### src/rtl/tt_regbank_port.sv
// Host-access register bank for the Tiny Tapeout top level: strobe-framed
// SETADDR/WRITE/READ/NOP commands over ui_in/uio_in, read data on uio_out.
module tt_regbank_port #(
  parameter int NREG        = 8,
  parameter int SYNC_STAGES = 2,
  parameter int AUTOINC     = 1
) (
  input  logic              clk,
  input  logic              rst_n,
  input  logic              ena,
  input  logic [7:0]        ui_in,
  input  logic [7:0]        uio_in,
  output logic [7:0]        uio_out,
  output logic [7:0]        uio_oe,
  output logic [7:0]        uo_out,
  output logic [NREG*8-1:0] regs_o
);

  typedef enum logic {IDLE, DRIVE} state_t;

  localparam logic [1:0] CMD_SETADDR = 2'b00;
  localparam logic [1:0] CMD_WRITE   = 2'b01;
  localparam logic [1:0] CMD_READ    = 2'b10;
  localparam logic [6:0] NREG_W      = 7'(NREG);
  localparam logic [5:0] LAST_ADDR   = 6'(NREG - 1);

  state_t                 state_q;
  logic [SYNC_STAGES-1:0] sync_q;
  logic                   hist_q;
  logic [5:0]             addr_q;
  logic                   err_q;
  logic                   ack_q;
  logic [7:0]             rdata_q;
  logic [7:0]             regs_q [NREG];

  logic                   strobeSync;
  logic                   strobeRise;
  logic [1:0]             cmd;
  logic                   addrLegal;
  logic                   newAddrLegal;
  logic [5:0]             addrInc_d;
  logic [7:0]             rdSel;
  logic                   unused_ok;

  assign unused_ok = ^ui_in[4:0];

  // Strobe synchroniser plus one history flop for rising-edge detection.
  always_ff @(posedge clk or negedge rst_n) begin
    if (!rst_n) begin
      sync_q <= '0;
      hist_q <= 1'b0;
    end else begin
      sync_q <= {sync_q[SYNC_STAGES-2:0], ui_in[7]};
      hist_q <= sync_q[SYNC_STAGES-1];
    end
  end

  assign strobeSync   = sync_q[SYNC_STAGES-1];
  assign strobeRise   = strobeSync & ~hist_q;
  assign cmd          = ui_in[6:5];
  assign addrLegal    = {1'b0, addr_q} < NREG_W;
  assign newAddrLegal = {1'b0, uio_in[5:0]} < NREG_W;

  // An out-of-range address never advances, so the error stays visible.
  always_comb begin
    addrInc_d = addr_q;
    if (AUTOINC != 0 && addrLegal) begin
      addrInc_d = (addr_q == LAST_ADDR) ? 6'd0 : addr_q + 6'd1;
    end
  end

  always_comb begin
    rdSel = 8'h00;
    for (int i = 0; i < NREG; i++) begin
      if (addr_q == 6'(i)) rdSel = regs_q[i];
    end
  end

  always_ff @(posedge clk or negedge rst_n) begin
    if (!rst_n) begin
      state_q <= IDLE;
      addr_q  <= 6'd0;
      err_q   <= 1'b0;
      ack_q   <= 1'b0;
      rdata_q <= 8'h00;
      for (int i = 0; i < NREG; i++) regs_q[i] <= 8'h00;
    end else begin
      unique case (state_q)
        IDLE: begin
          if (strobeRise && ena) begin
            ack_q <= ~ack_q;
            unique case (cmd)
              CMD_SETADDR: begin
                addr_q <= uio_in[5:0];
                err_q  <= ~newAddrLegal;
              end
              CMD_WRITE: begin
                if (!addrLegal) err_q <= 1'b1;
                for (int i = 0; i < NREG; i++) begin
                  if (addr_q == 6'(i)) regs_q[i] <= uio_in;
                end
                addr_q <= addrInc_d;
              end
              CMD_READ: begin
                if (!addrLegal) err_q <= 1'b1;
                rdata_q <= rdSel;
                addr_q  <= addrInc_d;
                state_q <= DRIVE;
              end
              default: ;
            endcase
          end
        end
        DRIVE: begin
          if (!strobeSync) state_q <= IDLE;
        end
        default: state_q <= IDLE;
      endcase
    end
  end

  // Output enables decode straight from state so reset releases them at once.
  assign uio_oe  = (state_q == DRIVE) ? 8'hFF : 8'h00;
  assign uio_out = (state_q == DRIVE) ? rdata_q : 8'h00;
  assign uo_out  = {ack_q, err_q, addr_q};

  always_comb begin
    regs_o = '0;
    for (int i = 0; i < NREG; i++) regs_o[8*i +: 8] = regs_q[i];
  end

endmodule

### config.mk
export PLATFORM = sky130hd
export DESIGN_NAME = tt_regbank_port
export DESIGN_NICKNAME = d
export VERILOG_FILES = /design/src/rtl/tt_regbank_port.sv
export SDC_FILE = /design/constraint.sdc
export NUM_CORES = 1
export LEC_CHECK = 0
export ABC_AREA = 1
export ABC_CLOCK_PERIOD_IN_PS = 3440
export CAP_MARGIN = 20
export CORE_MARGIN = 3
export CORE_UTILIZATION = 45
export CTS_BUF_LIST = sky130_fd_sc_hd__clkbuf_8 sky130_fd_sc_hd__clkbuf_16
export DETAILED_ROUTE_END_ITERATION = 8
export PLACE_DENSITY = 0.75
export SYNTH_ARGS = -nofsm -noshare
export SYNTH_HDL_FRONTEND = slang
export SYNTH_SLANG_ARGS = --single-unit
### constraint.sdc
create_clock -name clk -period 3.44 [get_ports clk]
set_input_delay 0.688 -clock clk [delete_from_list [all_inputs] [get_ports clk]]
set_output_delay 0.688 -clock clk [all_outputs]
set_load 0.01 [all_outputs]
==> metrics.txt <==
Mean Syn Cell Area roughly 8.1 um2; Clock transition at path regs ~0.080 ns; Global Route Usage Sum 22.59%; most frequent cells in the layout nand2_1, clkdlybuf4s50_1, dfrtp_1; Final TNS setup 0 ns; Clk Latency, worst-skew pair about 0.35 ns; Die X 101.2 um; PD cells around 490 nW/um2; clk buf depth 2; critical path required time 2.75 ns; die area around 10,000 um2; # port buffers approximately 100; Tcrit/Tclk final around 69%; GPL Wtd Cong between 0.8 and 0.9; iteration count of the initial detailed-routing pass 4; CP endpoint kind primary output; startpoint types register; largest net degree at the start of global routing 85; Remaining DRCs 0; synthesized flop and latch total 84; core area roughly 8800 um2; unrepaired setup endpoints after global routing false; DR WL/cell 15.63 um; global-route wire length before repair 18,080 um; area of the multi-input gates 1639 um2; P&R area growth vs syn 29.04%; post-DP HPWL between 7000 and 8000 um; clk_skew 0.01140 ns; Synth Warn # 0; Max Cap Violations 0; DRT iter0 DRCs approximately 260; Slew Viols, Final 0; Seq/Total Area, Yosys 51.52%; Slew Limit Headroom around 54%; TritonCTS Sinks 84; Max H-tree Level 3; hold slack around 0.32 ns; ANT cells 0; Setup violations, final 0; Leakage 0.002429 uW; share of cells above drive strength 1 about 6.2%; CTS Root Cell clkbuf_8; grt total ovfl 0; outcome complete, no violations; post-CTS setup buffer count 0; initial antenna violation count 0; CTS tree yes; vias in the first global route 3,464; synthesized area roughly 4100 um2; Final Critical Period 2.385 ns; Tightest Hold Check Type input pin to asynchronous set/reset pin; most common cell after layout, fill and taps aside nand2_1; CTS Buf Count 9; via count roughly 3,700; post-synth cell types 27; Final Cell Area 5265 um2; Post-Synthesis Cells roughly 500; peak supply drop 0.2223 mV; measured slew at the worst slew-check pin between 0.6 and 0.7 ns; DRT antenna net count 0; post-synth net total roughly 530; post-CTS sizing 0; Nets around 620; I/O pin cnt 107; Peak Freq 419.3 MHz; placed cell area ~5000 um2; vias per inst around 5.2; row cnt 34; Register Area ~2100 um2; die height between 100 and 150 um; Hold Buf Count CTS 0; critical path class register to primary output; Final Hold Viols 0; Worst Path Arrival around 1.7 ns; Starting Density between 40% and 50%; WL final 10,970 um; Filler Cells Inserted a little under 800; worst-path maximum fanout 18
-- logic make-up (layout without fill, tap and decap cells) --
| logic type | count (synthesis) | in the layout | synth area share (%) |
|---|---|---|---|
| simple gates | 222 | 222 | 23.83 |
| compound gates | 111 | 111 | 13.77 |
| flops | 84 | 84 | 51.52 |
| buf+inv | 75 | 168 | 8.310 |
| fa+ha+maj | 7 | 7 | 2.146 |
| xor+xnor | 2 | 2 | 0.4294 |
-- cells in the mapped netlist --
library cell	count	share of area (%)
dfrtp_1	84	52
nor2_2	2	0.31
o21ai_0	73	9.0
o22ai_1	3	0.46
nand2_2	4	0.61
xor2_1	1	0.21
inv_1	46	4.2
inv_2	2	0.18
nor2_4	5	1.4
nand3_2	1	0.25
nand3_1	29	3.6
a21oi_1	33	4.0
nor3_4	2	0.80
nor3_1	4	0.49
nand2_1	155	14
o31ai_1	1	0.18
or2_2	2	0.31
clkbuf_1	7	0.64
buf_4	11	2.0
clkinv_1	1	0.092
buf_6	1	0.28
o21ai_1	1	0.12
nor2_1	17	1.6
ha_1	7	2.1
buf_2	7	0.86
nand4_2	1	0.31
xnor2_1	1	0.21
-- final cells by class --
cell class	instances	share of cell area, %
multi-input combinational	342	31.13
inverter	49	3.493
tap	108	2.567
clock buffer	10	2.614
sequential	84	39.92
clock inverter	6	0.5941
timing repair buffer	103	19.68
-- routing by layer --
metal  part of all wire, %  vias to the layer above  global-route usage [%]
li1                      -                     1779                       -
met1                    45                     1705                   33.67
met2                    45                      157                   34.05
met3                   8.5                       12                   3.994
met4                   1.2                        0                   6.237
met5                     0                        -                       0
-- state kept, by name (all words and copies together), names as in the netlist --
signal,flops
sync_q,2
ack_q,1
rdata_q,8
state_q,1
regs_o,64
hist_q,1
err_q,1
addr_q,6
-- worst max-delay path, cell delays in order, from the launching register on --
cell	delay [ns]
dfrtp_1	0.65
nand2_1	0.10
inv_1	0.07
clkdlybuf4s50_1	0.53
-- report_power, final --
group	leakage [uW]	internal [uW]	switching [uW]
logic	0.00119	308	408
clock network	0.0000930	275	349
registers	0.00115	1090	123
-- final timing paths --
check                           startpoint    endpoint  slack (ns)  cells after the start
max in group asynchronous            rst_n  regs_o[56]        2.51                      2
worst min-delay path                 rst_n  regs_o[30]        0.32                      1
worst max-delay path               state_q  uio_out[0]        1.05                      3
min in group clk                 sync_q[0]   sync_q[1]        0.36                      0
worst max register to register   addr_q[0]  rdata_q[6]        1.15                     10
worst min register to register   sync_q[0]   sync_q[1]        0.36                      0
-- per-stage QoR --
stage                     utilization, %  power (uW)  worst slack (ns)  cells
after CTS                          59.85        2563             1.020    701
final                              60.08        2557             1.055    702
after global routing               60.08        2718            0.8761    702
after floorplan                        -        1624             1.636    501
after global placement             57.92        1924            0.9529    685
after detailed placement           57.92        1947            0.8963    685
Note: power is estimated with default switching activity, not from simulation.
